[config.mk]
export PLATFORM = sky130hd
export DESIGN_NAME = trig_arbiter
export DESIGN_NICKNAME = d
export VERILOG_FILES = /design/src/rtl/trig_pkg.sv /design/src/rtl/rr_pick.sv /design/src/rtl/trig_arbiter.sv
export SDC_FILE = /design/constraint.sdc
export NUM_CORES = 1
export LEC_CHECK = 0
export BUFFER_PORTS_ARGS = -buffer_cell sky130_fd_sc_hd__clkbuf_2
export CORE_MARGIN = 5
export CORE_UTILIZATION = 50
export DETAILED_ROUTE_END_ITERATION = 16
export PLACE_DENSITY = 0.82
export SLEW_MARGIN = 10
export SYNTH_ARGS = -nofsm -noshare
export SYNTH_HDL_FRONTEND = slang
export SYNTH_SLANG_ARGS = --single-unit
[constraint.sdc]
create_clock -name clk_100mhz -period 8.4 [get_ports clk_100mhz]
set_clock_uncertainty 0.15 [all_clocks]
set_input_delay 0.42 -clock clk_100mhz [delete_from_list [all_inputs] [get_ports clk_100mhz]]
set_output_delay 0.42 -clock clk_100mhz [all_outputs]
set_load 0.01 [all_outputs]
[src/rtl/trig_pkg.sv]
// Shared types and constants for the trig_arbiter block and its helpers.
package trig_pkg;

    // Arbiter FSM states; also exported on the debug port of trig_arbiter.
    typedef enum logic [1:0] {
        IDLE  = 2'd0,
        ISSUE = 2'd1,
        WAIT  = 2'd2,
        RESP  = 2'd3
    } arb_state_t;

    localparam int DEG_FULL    = 360;
    localparam int DEG_QUARTER = 90;

    // Default angle width of a requester slice, and the fixed engine angle width.
    localparam int ANG_W_DEF = 9;
    localparam int ENG_W     = 9;

endpackage

[src/rtl/rr_pick.sv]
// Combinational round-robin priority picker.
// The slot after 'last' has top priority, wrapping modulo N; emits a one-hot grant,
// the winning index, and a flag saying whether anyone was requesting at all.
module rr_pick #(
    parameter int N     = 4,
    parameter int IDX_W = $clog2(N)
) (
    input  logic [N-1:0]     req,
    input  logic [IDX_W-1:0] last,
    output logic [N-1:0]     grant,
    output logic [IDX_W-1:0] idx,
    output logic             any
);

    logic [IDX_W-1:0] cand;

    // Scan from last+1 upward with wrap-around and keep the first requester found.
    always_comb begin
        grant = '0;
        idx   = '0;
        any   = 1'b0;
        cand  = '0;
        for (int off = 1; off <= N; off++) begin
            cand = IDX_W'((int'(last) + off) % N);
            if (!any && req[cand]) begin
                any         = 1'b1;
                idx         = cand;
                grant[cand] = 1'b1;
            end
        end
    end

endmodule

[src/rtl/trig_arbiter.sv]
// trig_arbiter: shares one sine engine among N_REQ requesters with round-robin
// arbitration, angle reduction modulo 360 and an engine timeout.
// Optional build macro TRIG_ARB_COS_EN adds a per-requester cos_sel input that
// turns the issued angle into (90 - angle) mod 360.
//
// Handshake: a requester raises req[i] with its angle on slice i and holds both
// until ack[i] pulses for one cycle (angle captured). Exactly one rsp_valid[i]
// pulse follows later, with rsp_data and rsp_err valid in that same cycle;
// rsp_err=1 means the engine timed out and rsp_data is 0. req is only looked at
// while the arbiter is idle, so a requester may keep req high to go again.
// Engine side: eng_start pulses one cycle with eng_value; eng_done/eng_amp are
// only honoured while waiting for a result.
module trig_arbiter
    import trig_pkg::*;
#(
    parameter int N_REQ   = 4,
    parameter int TIMEOUT = 64,
    parameter int ANG_W   = ANG_W_DEF
) (
    input  logic                   clk_100mhz,
    input  logic                   rst_in,
    input  logic [N_REQ-1:0]       req,
    input  logic [N_REQ*ANG_W-1:0] angle,
`ifdef TRIG_ARB_COS_EN
    input  logic [N_REQ-1:0]       cos_sel,
`endif
    output logic [N_REQ-1:0]       ack,
    output logic [N_REQ-1:0]       rsp_valid,
    output logic [31:0]            rsp_data,
    output logic                   rsp_err,
    output logic                   busy,
    output logic                   eng_start,
    output logic [ENG_W-1:0]       eng_value,
    input  logic                   eng_done,
    input  logic [31:0]            eng_amp,
    output arb_state_t             dbg_state
);

    localparam int IDX_W = $clog2(N_REQ);
    localparam int TMR_W = $clog2(TIMEOUT + 1);

    arb_state_t       state, state_nxt;
    logic [IDX_W-1:0] idx_q, idx_nxt;
    logic [IDX_W-1:0] last_q, last_nxt;
    logic [TMR_W-1:0] timer_q, timer_nxt;

    logic [N_REQ-1:0] ack_nxt;
    logic [N_REQ-1:0] rsp_valid_nxt;
    logic [31:0]      rsp_data_nxt;
    logic             rsp_err_nxt;
    logic             busy_nxt;
    logic             eng_start_nxt;
    logic [ENG_W-1:0] eng_value_nxt;

    logic [N_REQ-1:0] pick_grant;
    logic [IDX_W-1:0] pick_idx;
    logic             pick_any;

    logic [ANG_W-1:0] sel_angle;
    logic [ANG_W-1:0] red_angle;
    logic [ENG_W-1:0] red_eng;
    logic [ENG_W-1:0] issue_value;

    assign dbg_state = state;

    rr_pick #(
        .N     (N_REQ),
        .IDX_W (IDX_W)
    ) u_pick (
        .req   (req),
        .last  (last_q),
        .grant (pick_grant),
        .idx   (pick_idx),
        .any   (pick_any)
    );

`ifdef TRIG_ARB_COS_EN
    localparam logic [ENG_W:0] QUARTER_W = (ENG_W + 1)'(DEG_QUARTER);
    localparam logic [ENG_W:0] WRAP_W    = (ENG_W + 1)'(DEG_FULL + DEG_QUARTER);
    logic [ENG_W:0] red_wide;
    logic [ENG_W:0] cos_wide;
`endif

    // Reduce the winner's angle into 0..359 and, if enabled, fold it into the cosine phase.
    always_comb begin
        sel_angle = angle[pick_idx*ANG_W +: ANG_W];
        red_angle = sel_angle;
        if (sel_angle >= ANG_W'(DEG_FULL)) begin
            red_angle = sel_angle - ANG_W'(DEG_FULL);
        end
        red_eng     = ENG_W'(red_angle);
        issue_value = red_eng;
`ifdef TRIG_ARB_COS_EN
        red_wide = {1'b0, red_eng};
        if (red_wide <= QUARTER_W) begin
            cos_wide = QUARTER_W - red_wide;
        end else begin
            cos_wide = WRAP_W - red_wide;
        end
        if (cos_sel[pick_idx]) begin
            issue_value = cos_wide[ENG_W-1:0];
        end
`endif
    end

    // Next-state and next-output logic; pulses default low, held values default to themselves.
    always_comb begin
        state_nxt     = state;
        idx_nxt       = idx_q;
        last_nxt      = last_q;
        timer_nxt     = timer_q;
        ack_nxt       = '0;
        rsp_valid_nxt = '0;
        rsp_data_nxt  = rsp_data;
        rsp_err_nxt   = 1'b0;
        eng_start_nxt = 1'b0;
        eng_value_nxt = eng_value;

        case (state)
            IDLE: begin
                if (pick_any) begin
                    idx_nxt       = pick_idx;
                    ack_nxt       = pick_grant;
                    eng_start_nxt = 1'b1;
                    eng_value_nxt = issue_value;
                    state_nxt     = ISSUE;
                end
            end
            ISSUE: begin
                timer_nxt = '0;
                state_nxt = WAIT;
            end
            WAIT: begin
                if (eng_done) begin
                    rsp_data_nxt  = eng_amp;
                    rsp_err_nxt   = 1'b0;
                    rsp_valid_nxt = N_REQ'(1) << idx_q;
                    state_nxt     = RESP;
                end else if (timer_q == TMR_W'(TIMEOUT - 1)) begin
                    rsp_data_nxt  = '0;
                    rsp_err_nxt   = 1'b1;
                    rsp_valid_nxt = N_REQ'(1) << idx_q;
                    state_nxt     = RESP;
                end else begin
                    timer_nxt = timer_q + TMR_W'(1);
                end
            end
            RESP: begin
                last_nxt  = idx_q;
                state_nxt = IDLE;
            end
            default: begin
                state_nxt = IDLE;
            end
        endcase

        busy_nxt = (state_nxt != IDLE);
    end

    // State and registered outputs; reset drops any in-flight request.
    always_ff @(posedge clk_100mhz or posedge rst_in) begin
        if (rst_in) begin
            state     <= IDLE;
            idx_q     <= '0;
            last_q    <= IDX_W'(N_REQ - 1);
            timer_q   <= '0;
            ack       <= '0;
            rsp_valid <= '0;
            rsp_data  <= '0;
            rsp_err   <= 1'b0;
            busy      <= 1'b0;
            eng_start <= 1'b0;
            eng_value <= '0;
        end else begin
            state     <= state_nxt;
            idx_q     <= idx_nxt;
            last_q    <= last_nxt;
            timer_q   <= timer_nxt;
            ack       <= ack_nxt;
            rsp_valid <= rsp_valid_nxt;
            rsp_data  <= rsp_data_nxt;
            rsp_err   <= rsp_err_nxt;
            busy      <= busy_nxt;
            eng_start <= eng_start_nxt;
            eng_value <= eng_value_nxt;
        end
    end

endmodule

# Yosys cells after proc, flatten, opt, wreduce, memory -nomap -nowiden
# Cells that the tools add are included.
# Widths: inputs -> output; s select.
[word_totals]
reg_bits = 65
inputBits = 75
out_inout_bits = 54
word_cells = 103
[classes]
add_sub_neg = 6
mul = 1
order_cmp = 9
eq_ne = 6
shifts = 2
mux = 48
bitwise = 3
reduce_logical = 17
[ops]
columns = ["operator", "n"]
rows = [
  ["$mux 32", 2],
  ["$mux 4", 9],
  ["$shiftx 36x7->9", 1],
  ["$mux 1", 17],
  ["$mux 2", 7],
  ["$mux 7", 2],
  ["$pmux 7 s2", 1],
  ["$lt 2x3->1 const B", 4],
  ["$or 4x4->4", 3],
  ["$ge 9x9->1 const B", 1],
  ["$mux 9", 1],
  ["$sub 9x9->9 const B", 1],
  ["$bmux 1 s2", 4],
  ["$demux 1 s2", 4],
  ["$ge 2x1->1 const B", 4],
  ["$pmux 2 s4", 1],
  ["$add 7x1->7 const B", 1],
  ["$eq 7x6->1 const B", 1],
  ["$logic_and 1x1->1", 7],
  ["$mul 2x4->6 const B", 1],
  ["$reduce_bool 2->1", 3],
  ["$add 2x1->2 const B", 2],
  ["$add 2x2->2 const B", 2],
  ["$eq 2x2->1 const B", 2],
  ["other kinds (7)", 11],
]

# Logic depth before layout (Yosys ltp)
[logic_depth]
depth_word = 17
ltp_mapped = 12

# Cells and area by module
# From an unflattened synthesis, not the netlist that was laid out.
[hier_totals]
hier_cells = 309
hier_area_um2 = 3525.9
[by_module_without_submodules]
columns = ["mod", "instances", "cells_each", "area_each_um2"]
rows = [
  ["trig_arbiter", 1, 223, 2896.5],
  ["rr_pick", 1, 86, 629.4],
]

# Worst setup path before layout
# OpenSTA, ideal clock, no wires.
[synth_path]
path_kind = "reg-to-reg"
from = "register last_q[0]"
to = "register eng_value[3]"
setup_ps = 70
arrival_ps = 3004
required_time_ps = 8180
path_slack_ps = 5177
stages_incl_launch_ff = 13
path_cell_list = "dfstp_2 > buf_6 > inv_1 > ha_1 > a21oi_1 > o311ai_2 > a211oi_4 > buf_2 > a21oi_1 > a22oi_1 > o211ai_1 > mux2_1 > nand3_1"
[synth_via]
elab_chain_len = 17
word_cells_on_any_way = 32
classes_between = "add/sub: 5; mul: 1; order compare: 1; shift: 1; mux: 17; reduce/logical: 7"
[synth_lines]
columns = ["element", "line", "text"]
rows = [
  ["from (decl)", "trig_arbiter.sv:44", "logic [IDX_W-1:0] last_q, last_nxt;"],
  ["from (signal assigned)", "trig_arbiter.sv:165", "last_q <= IDX_W'(N_REQ - 1);"],
  ["from (signal assigned)", "trig_arbiter.sv:177", "last_q <= last_nxt;"],
  ["$add 2x1->2", "rr_pick.sv:24", "cand = IDX_W'((int'(last) + off) % N);"],
  ["$bmux 1 s2", "rr_pick.sv:25", "if (!any && req[cand]) begin"],
  ["$mux 1 (not written as such)", "rr_pick.sv:25", ""],
  ["$mux 1", "rr_pick.sv:25", ""],
  ["$logic_not 1->1", "rr_pick.sv:25", ""],
  ["$logic_and 1x1->1", "rr_pick.sv:25", ""],
  ["$mux 1", "rr_pick.sv:25", ""],
  ["$logic_not 1->1", "rr_pick.sv:25", ""],
  ["$logic_and 1x1->1", "rr_pick.sv:25", ""],
  ["$mux 1", "rr_pick.sv:25", ""],
  ["$logic_not 1->1", "rr_pick.sv:25", ""],
  ["$logic_and 1x1->1", "rr_pick.sv:25", ""],
  ["$mux 2", "rr_pick.sv:25", ""],
  ["$mul 2x4->6", "trig_arbiter.sv:86", "sel_angle = angle[pick_idx*ANG_W +: ANG_W];"],
  ["$shiftx 36x7->9", "trig_arbiter.sv:86", ""],
  ["$sub 9x9->9 or $ge 9x9->1 (tied branches)", "trig_arbiter.sv:89, trig_arbiter.sv:88", ""],
  ["$mux 9", "trig_arbiter.sv:88", "if (sel_angle >= ANG_W'(DEG_FULL)) begin"],
  ["to (signal assigned)", "trig_arbiter.sv:185", "eng_value <= eng_value_nxt;"],
  ["to (decl)", "trig_arbiter.sv:33", "output logic [ENG_W-1:0] eng_value,"],
]
# Several ways; a longest one is shown, not always the timed one. The select of a mux whose other input is x is not followed.
# A chain may end at the register's enable or synchronous reset.

# Worst setup path in the final report
# Same ends and word-level chain as after synthesis.

==> impl_metrics.env <==
export IMPL_timing_hold_ws_ps=144
export IMPL_async_flop_share_pct=100
export IMPL_switching_share_pct=39.2
export IMPL_power_density_mw_per_mm2=389
export IMPL_synthTopCellsByCount="dfrtp_1, a22o_1, nand2_1, nor2_1, mux2i_1"
export IMPL_vias_per_cell=5.57
export IMPL_num_antenna_cells=0
export IMPL_finalHoldViolCount=0
export IMPL_synth_edf_count=0
export IMPL_synth_area_leaders="dfrtp_1, a22o_1, ha_1"
export IMPL_cpMaxStageDelayCell="a211oi_4"
export IMPL_postCtsSetupBuffers=0
export IMPL_gp_congestion=0.817
export IMPL_die_w_um=91.4
export IMPL_cp_cell_sequence="inv_1 -> ha_1 -> a21oi_1 -> o311ai_2 -> a211oi_4 -> mux2i_1 -> a22oi_1 -> o211ai_1 -> mux2_1 -> nand3_1"
export IMPL_place_ws_ps=4220
export IMPL_tns_ps=0
export IMPL_grt_util_all_layers_pct=19.7
export IMPL_drt_pass1_iterations=4
export IMPL_netlist_area_leader_share_pct=47.6
export IMPL_final_setup_worst_slack_ps=4180
export IMPL_avgSynthCellArea_um2=10.8
export IMPL_initial_core_util_pct=51.9
export IMPL_fp_row_count=29
export IMPL_peakVddDrop_uv=234
export IMPL_synthCells=308
export IMPL_routed_wl_um=8120
export IMPL_nets=519
export IMPL_clockBufferDepth=2
export IMPL_fin_cells=513
export IMPL_status="finished, final reports clean"
export IMPL_ys_ff_latch=65
export IMPL_vias=2859
export IMPL_port_buffers=128
export IMPL_die_area_mm2=0.00835
export IMPL_cp_required_ps=8520
export IMPL_start_kind="register"
export IMPL_pwr_share_comb_pct=47.8
export IMPL_wl_per_cell_um=15.8
export IMPL_yosysMostFrequentCell="dfrtp_1"
export IMPL_coreArea_mm2=0.00639
export IMPL_hold_buffers=0
export IMPL_ioPinCount=129
export IMPL_dpl_cell_area_mm2=0.00398
export IMPL_synth_distinct_cells=50
export IMPL_synthFlopType="dfrtp_1"
export IMPL_area_growth_syn_to_layout_pct=27.9
export IMPL_numClockSinks=65
export IMPL_rsz0062_at_grt="false"
export IMPL_hold_class="in -> async"
export IMPL_cts_tree="built"
export IMPL_dp_hpwl_um=6120
export IMPL_grt_pass1_wl_um=13400
export IMPL_yosys_area_top_type="dfrtp_1"
export IMPL_fmax_mhz=237
export IMPL_dp_cells=497
export IMPL_clockPowerShare_pct=20.0
export IMPL_cp_max_fo=23
export IMPL_drive_above_1_share_pct=37.4
export IMPL_drtIter0Drc=125
export IMPL_criticalPathCategory="reg -> reg"
export IMPL_setup_viol=0
export IMPL_critical_path_top_delay_family="compound AO/OA/AOI/OAI gates"
export IMPL_max_stage_delay_ps=900
export IMPL_cp_num_buf_inv=1
export IMPL_end_kind="register"
export IMPL_grt_pass1_vias=2839
export IMPL_netlist_area_mm2=0.00331
export IMPL_slew_headroom_pct=26.3
export IMPL_drcViolationCount=0
export IMPL_startpoint="last_q[0]"
export IMPL_p_seq_share_pct=32.2
export IMPL_r2r_start="last_q[0]"
export IMPL_finalCriticalPeriod_ps=4220
export IMPL_drv_slew=0
export IMPL_yosysSeqAreaShare_pct=49.2
export IMPL_clkLatencyLatePin_ps=330
export IMPL_ctsHtreeMaxLevel=3
export IMPL_grt_overflow=0
export IMPL_arrival_ps=4340
export IMPL_cap_violations=0
export IMPL_antenna_found_initial=0
export IMPL_syn_num_nets=396
export IMPL_worst_pin_slew_ps=1100
export IMPL_finalInstanceArea_mm2=0.00424
export IMPL_p_sw_mw=0.646
export IMPL_p_leak_nw=2.19
export IMPL_post_cts_resized=0
export IMPL_cts_clk_slew_worst_paths_ps=70
export IMPL_fp_dieH_um=91.4
export IMPL_yosys_warnings=0
export IMPL_cts_root_buf="clkbuf_8"
export IMPL_detail_route_antenna_nets=0
export IMPL_numCtsBuffers=9
export IMPL_period_share_pct=50.2
export IMPL_grt_max_degree=66
export IMPL_internal_power_mw=1.00
## power groups by stage
stage                     sequential (mW)  combinational, mW  clock [mW]
after floorplan                     0.568              0.522           0
final                               0.531              0.788       0.329
after CTS                           0.532              0.793       0.338
after global placement              0.530              0.766           0
after detailed placement            0.536              0.789           0
after global routing                0.548              0.878       0.352
## metrics by stage
step	power, mW	utilization (%)
after CTS	1.66	66.4
after floorplan	1.09	-
after global placement	1.30	62.4
after detailed placement	1.32	62.4
after global routing	1.78	66.4
final	1.65	66.4
## cell type report
cell class                      instances  area, um2
Fill cell                             513       2150
Sequential cell                        65       1630
Multi-Input combinational cell        215       1560
Timing Repair Buffer                  131        663
Clock buffer                           12        155
Clock inverter                          4       98.8
Tap cell                               77       96.3
Inverter                                9       33.8
## state kept, by name (all words and copies together), names as in the netlist, 2 cells and up
name / count
timer_q: 7
ack: 4
dbg_state: 2
eng_value: 9
rsp_data: 32
idx_q: 2
last_q: 2
rsp_valid: 4
## placed cells by master, fill, tap and decap left out, types with 3 or more instances in the layout
| master | n |
|---|---|
| clkbuf_2 | 128 |
| dfrtp_1 | 63 |
| a22o_1 | 35 |
| nand2_1 | 28 |
| nor2_1 | 23 |
| mux2i_1 | 14 |
| o21ai_0 | 13 |
| ha_1 | 13 |
| clkbuf_8 | 11 |
| a21oi_1 | 10 |
| nand2b_1 | 9 |
| a22oi_1 | 9 |
| inv_1 | 8 |
| mux2_2 | 5 |
| a31oi_1 | 4 |
| a221oi_1 | 4 |
| nand3_1 | 3 |
| o211ai_1 | 3 |
| xor2_1 | 3 |
| bufinv_16 | 3 |
| buf_4 | 3 |
## cells by family (layout without fill, tap and decap cells)
logic type,count (synthesis),in the layout,synth area share (%)
buffers and inverters,28,156,4.04
XOR/XNOR,3,3,0.793
AND/OR/NAND/NOR,78,78,11.0
multiplexers,21,21,6.72
adder cells (fa/ha/maj),13,13,4.91
flip-flops,65,65,49.2
AO/OA/AOI/OAI,100,100,23.4
## routing by layer
metal | part of all wire (%) | vias up | global-route usage, %
met5 | 0 | - | 0
met4 | 2.0 | 0 | 9.05
met3 | 8.5 | 13 | 5.79
met2 | 45 | 129 | 30.1
met1 | 45 | 1333 | 25.6
li1 | - | 1384 | -
## final timing paths
kind	end	slack [ps]	cells after the start
setup / recovery	eng_value[3]	4180	10
hold / removal	rsp_data[14]	140	3
setup reg to reg	eng_value[3]	4180	10
hold reg to reg	eng_value[2]	330	2
max in group asynchronous	rsp_data[27]	7440	3
min in group clk_100mhz	rsp_data[12]	160	2
## worst min-delay path, stage by stage
cell	delay (ps)
clkbuf_2	90
inv_2	40
buf_4	600
(Power assumes the default switching activity.)
